## config.mk

```make
export PLATFORM = sky130hd
export DESIGN_NAME = onchip_ram_stream_reader
export DESIGN_NICKNAME = d
export VERILOG_FILES = /design/src/rtl/onchip_ram_stream_pkg.sv /design/src/rtl/ram_rd_stream_fifo.sv /design/src/rtl/onchip_ram_stream_reader.sv
export SDC_FILE = /design/constraint.sdc
export NUM_CORES = 1
export LEC_CHECK = 0
export CORE_MARGIN = 5
export CORE_UTILIZATION = 45
export DETAILED_ROUTE_END_ITERATION = 10
export GPL_TIMING_DRIVEN = 0
export PLACE_DENSITY = 0.74
export SLEW_MARGIN = 10
export SYNTH_ARGS = -nofsm -noshare
export SYNTH_HDL_FRONTEND = slang
export SYNTH_SLANG_ARGS = --single-unit
```

## constraint.sdc

```tcl
create_clock -name clk -period 3.35 [get_ports clk]
set_input_delay 0.335 -clock clk [delete_from_list [all_inputs] [get_ports clk]]
set_output_delay 0.335 -clock clk [all_outputs]
set_load 0.05 [all_outputs]
```

## src/rtl/onchip_ram_stream_pkg.sv

```systemverilog
// Shared definitions for the on-chip RAM stream reader: default widths,
// controller state encoding and the RAM read latency.
package onchip_ram_stream_pkg;
  localparam int DEF_ADDR_W = 11;
  localparam int DEF_DATA_W = 32;
  localparam int RAM_RD_LAT = 1;

  typedef enum logic [1:0] {
    ST_IDLE  = 2'd0,
    ST_RUN   = 2'd1,
    ST_DRAIN = 2'd2
  } state_t;
endpackage

```

## src/rtl/ram_rd_stream_fifo.sv

```systemverilog
// Small synchronous FIFO holding returned RAM words plus their last flag.
// Output data reads as zero while empty so the stream bus is clean at idle.
module ram_rd_stream_fifo #(
  parameter int DEPTH = 2,
  parameter int WIDTH = 33
) (
  input  logic                       clk,
  input  logic                       reset,
  input  logic                       i_push,
  input  logic [WIDTH-1:0]           i_data,
  input  logic                       i_pop,
  output logic                       o_valid,
  output logic [WIDTH-1:0]           o_data,
  output logic [$clog2(DEPTH+1)-1:0] o_count
);
  localparam int PTR_W = (DEPTH > 1) ? $clog2(DEPTH) : 1;
  localparam int CNT_W = $clog2(DEPTH + 1);
  localparam logic [PTR_W-1:0] LAST_PTR = PTR_W'(DEPTH - 1);
  localparam logic [CNT_W-1:0] FULL_CNT = CNT_W'(DEPTH);

  logic [WIDTH-1:0] r_mem [DEPTH];
  logic [PTR_W-1:0] r_wr_ptr, r_rd_ptr;
  logic [CNT_W-1:0] r_count;
  logic             w_push, w_pop;

  function automatic logic [PTR_W-1:0] ptr_inc(input logic [PTR_W-1:0] p);
    return (p == LAST_PTR) ? '0 : p + PTR_W'(1);
  endfunction

  assign w_pop  = i_pop && (r_count != '0);
  // A push into a full buffer is only legal when the head leaves the same cycle.
  assign w_push = i_push && ((r_count != FULL_CNT) || w_pop);

  always_ff @(posedge clk) begin
    if (w_push) r_mem[r_wr_ptr] <= i_data;
  end

  always_ff @(posedge clk) begin
    if (reset) begin
      r_wr_ptr <= '0;
      r_rd_ptr <= '0;
      r_count  <= '0;
    end else begin
      if (w_push) r_wr_ptr <= ptr_inc(r_wr_ptr);
      if (w_pop)  r_rd_ptr <= ptr_inc(r_rd_ptr);
      if (w_push && !w_pop)      r_count <= r_count + CNT_W'(1);
      else if (w_pop && !w_push) r_count <= r_count - CNT_W'(1);
    end
  end

  assign o_valid = (r_count != '0);
  assign o_data  = o_valid ? r_mem[r_rd_ptr] : '0;
  assign o_count = r_count;
endmodule

```

## src/rtl/onchip_ram_stream_reader.sv

```systemverilog
// Streams a contiguous (wrapping) range of on-chip RAM words out on a
// valid/ready interface, issuing reads only when the output buffer has room.
module onchip_ram_stream_reader
  import onchip_ram_stream_pkg::*;
#(
  parameter int ADDR_W    = DEF_ADDR_W,
  parameter int DATA_W    = DEF_DATA_W,
  parameter int BUF_DEPTH = 2
) (
  input  logic                clk,
  input  logic                reset,
  input  logic                start,
  input  logic [ADDR_W-1:0]   base_addr,
  input  logic [ADDR_W:0]     word_count,
  output logic                busy,
  output logic                done,
  output logic [ADDR_W-1:0]   ram_address,
  output logic                ram_chipselect,
  output logic                ram_write,
  output logic [DATA_W/8-1:0] ram_byteenable,
  output logic                ram_clken,
  input  logic [DATA_W-1:0]   ram_readdata,
  output logic                out_valid,
  input  logic                out_ready,
  output logic [DATA_W-1:0]   out_data,
  output logic                out_last
);
  localparam int OCC_W = $clog2(BUF_DEPTH + 1);
  localparam logic [ADDR_W:0] CNT_ONE = (ADDR_W+1)'(1);

  state_t                r_state;
  logic [ADDR_W-1:0]     r_next_addr, r_last_addr;
  logic [ADDR_W:0]       r_remain;
  logic                  r_zero_done;
  logic [RAM_RD_LAT-1:0] r_rd_vld, r_rd_last;

  logic              w_accept, w_pop, w_room, w_issue, w_issue_last, w_done_drain;
  logic [ADDR_W-1:0] w_issue_addr;
  logic [ADDR_W:0]   w_issue_left;
  logic [OCC_W-1:0]  w_occ;
  logic [DATA_W:0]   w_fifo_q;
  int                w_in_flight;

  assign w_accept = start && !reset && (r_state == ST_IDLE) && !r_zero_done;
  assign w_pop    = out_valid && out_ready;

  always_comb begin
    w_in_flight = 0;
    for (int i = 0; i < RAM_RD_LAT; i++) w_in_flight += int'(r_rd_vld[i]);
  end

  // Every read in flight already owns a buffer slot; a pop this cycle frees one.
  assign w_room = (w_in_flight + int'(w_occ) - int'(w_pop)) < BUF_DEPTH;

  // The first read goes out in the start cycle itself, straight from the inputs.
  always_comb begin
    w_issue      = 1'b0;
    w_issue_addr = r_next_addr;
    w_issue_left = r_remain;
    if (r_state == ST_IDLE) begin
      w_issue      = w_accept && (word_count != '0);
      w_issue_addr = base_addr;
      w_issue_left = word_count;
    end else if (r_state == ST_RUN) begin
      w_issue = (r_remain != '0) && w_room;
    end
  end

  assign w_issue_last = w_issue && (w_issue_left == CNT_ONE);
  assign w_done_drain = (r_state == ST_DRAIN) && w_pop && out_last;

  always_ff @(posedge clk) begin
    if (reset) begin
      r_state     <= ST_IDLE;
      r_next_addr <= '0;
      r_last_addr <= '0;
      r_remain    <= '0;
      r_zero_done <= 1'b0;
      r_rd_vld    <= '0;
      r_rd_last   <= '0;
    end else begin
      r_zero_done  <= w_accept && (word_count == '0);
      r_rd_vld[0]  <= w_issue;
      r_rd_last[0] <= w_issue_last;
      for (int i = 1; i < RAM_RD_LAT; i++) begin
        r_rd_vld[i]  <= r_rd_vld[i-1];
        r_rd_last[i] <= r_rd_last[i-1];
      end
      if (w_issue) begin
        r_last_addr <= w_issue_addr;
        r_next_addr <= w_issue_addr + ADDR_W'(1);
        r_remain    <= w_issue_left - CNT_ONE;
      end
      case (r_state)
        ST_IDLE:  if (w_issue) r_state <= w_issue_last ? ST_DRAIN : ST_RUN;
        ST_RUN:   if (w_issue_last) r_state <= ST_DRAIN;
        ST_DRAIN: if (w_done_drain) r_state <= ST_IDLE;
        default:  r_state <= ST_IDLE;
      endcase
    end
  end

  ram_rd_stream_fifo #(
    .DEPTH (BUF_DEPTH),
    .WIDTH (DATA_W + 1)
  ) u_fifo (
    .clk     (clk),
    .reset   (reset),
    .i_push  (r_rd_vld[RAM_RD_LAT-1]),
    .i_data  ({r_rd_last[RAM_RD_LAT-1], ram_readdata}),
    .i_pop   (out_ready),
    .o_valid (out_valid),
    .o_data  (w_fifo_q),
    .o_count (w_occ)
  );

  assign out_data       = w_fifo_q[DATA_W-1:0];
  assign out_last       = w_fifo_q[DATA_W];
  assign busy           = (r_state != ST_IDLE) || r_zero_done;
  assign done           = r_zero_done || w_done_drain;
  assign ram_chipselect = w_issue;
  assign ram_address    = w_issue ? w_issue_addr : r_last_addr;
  assign ram_write      = 1'b0;
  assign ram_byteenable = '1;
  assign ram_clken      = 1'b1;
endmodule

```

# [Word level (Yosys, flattened, before mapping)]
# Memories as Yosys holds them, arrays and structs flattened. A register that Yosys moved wholly into a read port is not among the register bits.
# Cells that the tools add are included.
[word_totals] n_memories=1 elab_cells=74 ramBits=66 reg_bits=43 in_bits=59 output_inout_bits=54
[mem_list] name="u_fifo.r_mem" words=2 width=33 rd=1 rd_ports_with_merged_regs=1 wr=1 line_no="ram_rd_stream_fifo.sv:21" text="logic [WIDTH-1:0] r_mem [DEPTH];"
[classes] eq_ne=7 n_reduce_logical=28 add_sub_neg=8 n_lt_le_gt_ge=1 n_mux=19
[ops] op="33-bit two-way mux" count=1
[ops] op="12-bit nonzero test" count=2
[ops] op="11-bit two-way mux" count=2
[ops] op="1-bit logical AND" count=13
[ops] op="12-bit by 1-bit == test with 1-bit output (second input constant)" count=1
[ops] op="12-bit logical NOT" count=1
[ops] op="12-bit two-way mux" count=1
[ops] op="2-bit two-way mux" count=6
[ops] op="12-bit by 1-bit subtractor with 12-bit output (second input constant)" count=1
[ops] op="11-bit by 1-bit adder with 11-bit output (second input constant)" count=1
[ops] op="1-bit two-way mux" count=8
[ops] op="2-bit inequality test (second input constant)" count=4
[ops] op="2-bit case mux with 3 select lines" count=1
[ops] op="2-bit nonzero test" count=3
[ops] op="1-bit logical NOT" count=4
[ops] op="4-bit by 3-bit < comparator with 1-bit output (second input constant)" count=1
[ops] op="3-bit by 1-bit subtractor with 4-bit output" count=1
[ops] op="1-bit by 2-bit adder with 3-bit output" count=1
[ops] op="1-bit logical OR" count=3
[ops] op="3-bit AND reduction" count=1
[ops] op="1-bit adder (second input constant)" count=2
[ops] op="2-bit by 1-bit adder with 2-bit output (second input constant)" count=1
[ops] op="2-bit by 1-bit == test with 1-bit output (second input constant)" count=1
[ops] op="2-bit == test (second input constant)" count=1
[ops] op="2 further kinds" count=2

# [Longest topological paths before layout]
[logic_depth] ltp_word=11 depth_mapped=12 ltp_nobuf=11

# [Modules after synthesis]
# A second synthesis with hierarchy kept.
[unflattened] hier_cells=530 area_unflattened_um2=5580.4
[modules_own_cells] module="onchip_ram_stream_reader" instances=1 seq_area_each_um2=780.7 cells_per_inst=366 area_per_inst_um2=2871.5
[modules_own_cells] module="ram_rd_stream_fifo" instances=1 seq_area_each_um2=2082.0 cells_per_inst=164 area_per_inst_um2=2708.8

# [Worst setup path after synthesis]
# No wires, ideal clock.
[synth_path] kind="register to output" from="reg u_fifo.r_count[1] (netlist: u_fifo.o_count[1])" to="out ram_address[6]" arrival_time_ns=2.803 path_slack_ns=0.212 t_required_ns=3.015 path_stages_with_launch=9 path_buffers=0 path_cell_list="dfxtp_1 -> nand2b_1 -> nor2_1 -> o21ai_0 -> fa_1 -> xnor2_1 -> nand3_1 -> o22a_4 -> o21ai_0"
[synth_between] elab_chain_len=8 word_cells_on_any_way=9 cone_classes="add/sub (2); order compare (1); mux (3); reduce/logical (3)"
[synth_lines] element="start: declaration" line_no="ram_rd_stream_fifo.sv:23" text="logic [CNT_W-1:0] r_count;"
[synth_lines] element="start signal: assignment" line_no="ram_rd_stream_fifo.sv:46" text="if (w_push && !w_pop) r_count <= r_count + CNT_W'(1);"
[synth_lines] element="start signal: assignment" line_no="ram_rd_stream_fifo.sv:47" text="else if (w_pop && !w_push) r_count <= r_count - CNT_W'(1);"
[synth_lines] element="branches (longest 2 deep; another with 1-bit by 2-bit adder with 3-bit output)"
[synth_lines] element="3-bit by 1-bit subtractor with 4-bit output (*)" line_no="onchip_ram_stream_reader.sv:53" text="assign w_room = (w_in_flight + int'(w_occ) - int'(w_pop)) < BUF_DEPTH;"
[synth_lines] element="4-bit by 3-bit < comparator with 1-bit output (*)" line_no="onchip_ram_stream_reader.sv:53"
[synth_lines] element="1-bit logical AND (*)" line_no="onchip_ram_stream_reader.sv:65" text="w_issue = (r_remain != '0) && w_room;"
[synth_lines] element="1-bit two-way mux (*)" line_no="onchip_ram_stream_reader.sv:64" text="end else if (r_state == ST_RUN) begin"
[synth_lines] element="1-bit two-way mux (*)" line_no="onchip_ram_stream_reader.sv:60" text="if (r_state == ST_IDLE) begin"
[synth_lines] element="11-bit two-way mux (*)"
[synth_lines] element="end: declaration" line_no="onchip_ram_stream_reader.sv:17" text="output logic [ADDR_W-1:0] ram_address,"
# Every way passes the cells marked *.

# [Final worst setup path]
[layout_path] from="reg u_fifo.r_count[0] (netlist: u_fifo.o_count[0])" to="out ram_chipselect"
[layout_between] elab_chain_len=7 word_cells_on_any_way=8 cone_classes="add/sub (2); order compare (1); mux (2); reduce/logical (3)"
[layout_lines] element="branches (longest 2 deep; another with 1-bit by 2-bit adder with 3-bit output)"
[layout_lines] element="3-bit by 1-bit subtractor with 4-bit output (*)" line_no="onchip_ram_stream_reader.sv:53"
[layout_lines] element="4-bit by 3-bit < comparator with 1-bit output (*)" line_no="onchip_ram_stream_reader.sv:53"
[layout_lines] element="1-bit logical AND (*)" line_no="onchip_ram_stream_reader.sv:65"
[layout_lines] element="1-bit two-way mux (*)" line_no="onchip_ram_stream_reader.sv:64"
[layout_lines] element="1-bit two-way mux (*)" line_no="onchip_ram_stream_reader.sv:60"
[layout_lines] element="end: declaration" line_no="onchip_ram_stream_reader.sv:18" text="output logic ram_chipselect,"
# Marked as above.

==> flow_summary.yaml <==
drt:
  total_number_of_vias: 4315
  routed_wirelength_um: 13800
  average_via_count_per_standard_cell: 5.66
  wl_per_cell_um: 18.2
  first_pass_iters: 5
  drcViolationCount: 0
  postRouteAntennaNets: 0
  drt_iter0_markers: 343
sta:
  fin_max_slew_vios: 0
  holdWs_ns: 0.430
  hold_violations: 0
  post_route_clock_skew_ns: 0.00771
  achievable-frequency_mhz: 312
  tightestPinTransition_ns: 0.809
  finalWorstPathRequiredPeriod_ns: 3.20
  worst_rel_slew_slack_pct: 46.1
  fin_crit_sh_pct: 95.6
  finalSetupViolCount: 0
  rsz0062_at_grt: "false"
floorplanning:
  core_area_sq_um: 11500
  die_w_um: 119
  start_util_pct: 46.2
  die_area_sq_um: 14100
  die_height_um: 119
  rows: 39
  top_level_ports: 113
setup_path:
  endpoint_kind: "output port"
  critical_path.cell_chain: "nand2b_1 -> nor2_1 -> o21ai_0 -> fa_1 -> xnor2_1 -> nand3_1 -> o22a_4 -> clkinv_8 -> buf_6 -> buf_6 -> buf_2"
  critical_r2r_launch: "r_state[1]$_SDFFE_PP0P_"
  worst_path_most_repeated_cell: "sky130_fd_sc_hd__buf_6"
  timing.critical_path.max_delay_family: "buffers and inverters"
  timing.critical_path.from_type: "register"
  timing.critical_path.fanout_max: 10
  crit_type: "register to output port"
  critical_path.n_buffers_inverters: 4
  max_stage_delay_ns: 0.41
  cell_at_the_slowest_stage_of_the_critical_path: "sky130_fd_sc_hd__fa_1"
  timing.critical_path.from: "u_fifo.o_count[0]$_SDFFE_PP0P_"
  worst-endpoint-required_ns: 3.01
  critical_path_arrival_ns: 2.87
placed_design:
  hpwlAfterDp_um: 10100
  port_buffers: 105
  globalplace.congestion: 0.938
global_routing:
  grt_max_degree: 34
  grt.total_usage_pct: 19.4
  antenna_violations_before_repair: 0
  grt_pass1_vias: 4281
  wire_length_of_the_first_global_routing_pass_um: 21700
  global_route.overflow_total: 0
synth:
  yosysSeqAreaShare_pct: 53.8
  number_of_flops_mapped_to_enable_cells_by_yosys: 66
  synth.most_common_cell: "sky130_fd_sc_hd__nor2_1"
  synth_largest_area_cell: "sky130_fd_sc_hd__edfxtp_1"
  ys_seq_elements: 110
  synthDistinctLibCells: 67
  post_synth.cell_area_avg_sq_um: 10.7
  asyncSetResetFlopFracSynth_pct: 0
  synthTopCellsByArea: "sky130_fd_sc_hd__edfxtp_1 (37%), sky130_fd_sc_hd__dfxtp_1 (17%), sky130_fd_sc_hd__mux2i_1 (8.6%), sky130_fd_sc_hd__nor2_1 (4.9%), sky130_fd_sc_hd__nand2_1 (2.8%)"
  post_synth_inst_count: 496
  synth.top_cells.by_count: "sky130_fd_sc_hd__nor2_1 (69), sky130_fd_sc_hd__edfxtp_1 (66), sky130_fd_sc_hd__mux2i_1 (46), sky130_fd_sc_hd__dfxtp_1 (44), sky130_fd_sc_hd__nand2_1 (40)"
  synth_largest_type_area_fraction_pct: 37.2
  synthFlopType: "sky130_fd_sc_hd__edfxtp_1"
  yosys_warnings: 0
  post_synthesis_instance_area_sq_um: 5320
clocking:
  cts_tree: "yes"
  clkSlewWorstSetupHoldPaths_ns: 0.07
  cts_inserted_buffers: 9
  insertion_delay_ns: 0.35
  post-cts-setup-buffers: 0
  cts_num_sinks: 110
  cts.htree.levels: 3
  cts_hold_buffers: 0
  cts_root_buf: "sky130_fd_sc_hd__clkbuf_16"
  cts.repair.resized: 65
  max_root_sink_buffers: 2
power:
  share_clk_of_total_power_pct: 19.6
  vdd_ir_drop_max_mv: 0.337
  p_leak_nw: 2.45
  combPwrFrac_pct: 49.2
  switchingPower_w: 0.00235
  post-layout-total-power_w: 0.00544
  internal_power_w: 0.00309
  sequentialPowerShare_pct: 31.2
  switching_part_of_the_total_pct: 43.2
  power_per_cell_area_nw_per_um2: 789
job:
  number_of_max_capacitance_violations_reported: 0
cells_and_area:
  insertedDiodeCount: 0
  synthToLayoutAreaGrowth_pct: 29.4
  nets: 679
  layout-drive-gt1-share_pct: 11.5
hold_path:
  hp-class: "register to register"
  source_of_the_worst_hold_timing_path: "r_rd_last$_SDFF_PP0_"
outcome:
  status: "completed"
==> layout by cell type (no fill, tap or decap), types with 6 or more instances in the layout <==
cell type and n:
sky130_fd_sc_hd__clkdlybuf4s50_1 92, sky130_fd_sc_hd__nor2_1 68, sky130_fd_sc_hd__edfxtp_1 66, sky130_fd_sc_hd__mux2i_1 46
sky130_fd_sc_hd__dfxtp_1 43, sky130_fd_sc_hd__nand2_1 40, sky130_fd_sc_hd__a21oi_1 19, sky130_fd_sc_hd__o21ai_0 16
sky130_fd_sc_hd__clkbuf_1 16, sky130_fd_sc_hd__nor2b_1 14, sky130_fd_sc_hd__buf_4 10, sky130_fd_sc_hd__nand3_1 9
sky130_fd_sc_hd__nor3_1 9, sky130_fd_sc_hd__clkbuf_16 9, sky130_fd_sc_hd__xor2_1 7, sky130_fd_sc_hd__o211ai_1 7
sky130_fd_sc_hd__inv_1 6, sky130_fd_sc_hd__nor4_1 6, sky130_fd_sc_hd__a21oi_2 6, sky130_fd_sc_hd__and3_1 6
sky130_fd_sc_hd__a31oi_1 6, sky130_fd_sc_hd__o22ai_1 6, sky130_fd_sc_hd__conb_1 6
==> per-layer routing <==
layer,vias up,GRT usage (%),wire length (um)
li1,2034,-,-
met1,2061,24.4,5890
met2,188,31.9,6570
met3,32,4.11,968
met4,0,9.20,408
met5,-,0,0
==> power by group through the flow <==
stage / combinational (W) / sequential (W) / clock [W]
after floorplan: 0.00186 / 0.00170 / 0
after global placement: 0.00266 / 0.00172 / 0
after detailed placement: 0.00271 / 0.00173 / 0
after CTS: 0.00268 / 0.00170 / 0.00108
after global routing: 0.00282 / 0.00172 / 0.00114
final: 0.00268 / 0.00170 / 0.00106
==> area by class of cell <==
type / count / area (sq um)
Buffer: 32 / 194
Clock buffer: 11 / 233
Clock inverter: 4 / 55.1
Fill cell: 944 / 4620
Inverter: 7 / 38.8
Multi-Input combinational cell: 349 / 2270
Sequential cell: 110 / 2860
Tap cell: 143 / 179
Timing Repair Buffer: 106 / 1050
==> flip-flops by register name (all words and copies together), names as in the netlist, named ones only <==
signal           flops
u_fifo.r_mem        66
r_remain            12
r_last_addr         11
r_next_addr         11
r_state              2
u_fifo.o_count       2
r_rd_last            1
r_rd_vld             1
r_zero_done          1
u_fifo.r_rd_ptr      1
u_fifo.r_wr_ptr      1
==> cells by family (layout without fill, tap and decap cells) <==
group | count (synthesis) | after routing | share of synthesized area, %
flops | 110 | 110 | 53.8
mux | 49 | 49 | 9.28
buf+inv | 41 | 160 | 4.47
compound gates | 94 | 94 | 12.4
other cells | 2 | 6 | 0.141
xor+xnor | 10 | 10 | 1.65
simple gates | 185 | 185 | 17.0
fa+ha+maj | 5 | 5 | 1.32
==> worst paths after layout <==
| check | cells after the start | slack [ns] | endpoint |
|---|---|---|---|
| hold / removal | 0 | 0.43 | u_fifo.r_mem[0][32]$_DFFE_PP_ |
| setup reg to reg | 11 | 0.18 | r_next_addr[10]$_SDFFE_PP0N_ |
| setup / recovery | 11 | 0.15 | ram_chipselect |
| hold reg to reg | 0 | 0.43 | u_fifo.r_mem[0][32]$_DFFE_PP_ |
==> per-stage QoR <==
step / util [%] / setup slack, ns / instance area [sq um] / std cells / setup TNS, ns
global placement: 57.0 / -0.568 / 6570 / 748 / -24.30
detailed placement: 57.4 / -0.573 / 6610 / 749 / -6.89
floorplan: - / 0.212 / 5340 / 500 / 0
CTS: 59.7 / 0.00487 / 6880 / 764 / 0
finish: 59.8 / 0.148 / 6890 / 762 / 0
global route: 59.8 / 0.00379 / 6890 / 762 / 0
No activity file was read; power rests on OpenSTA's default activity.
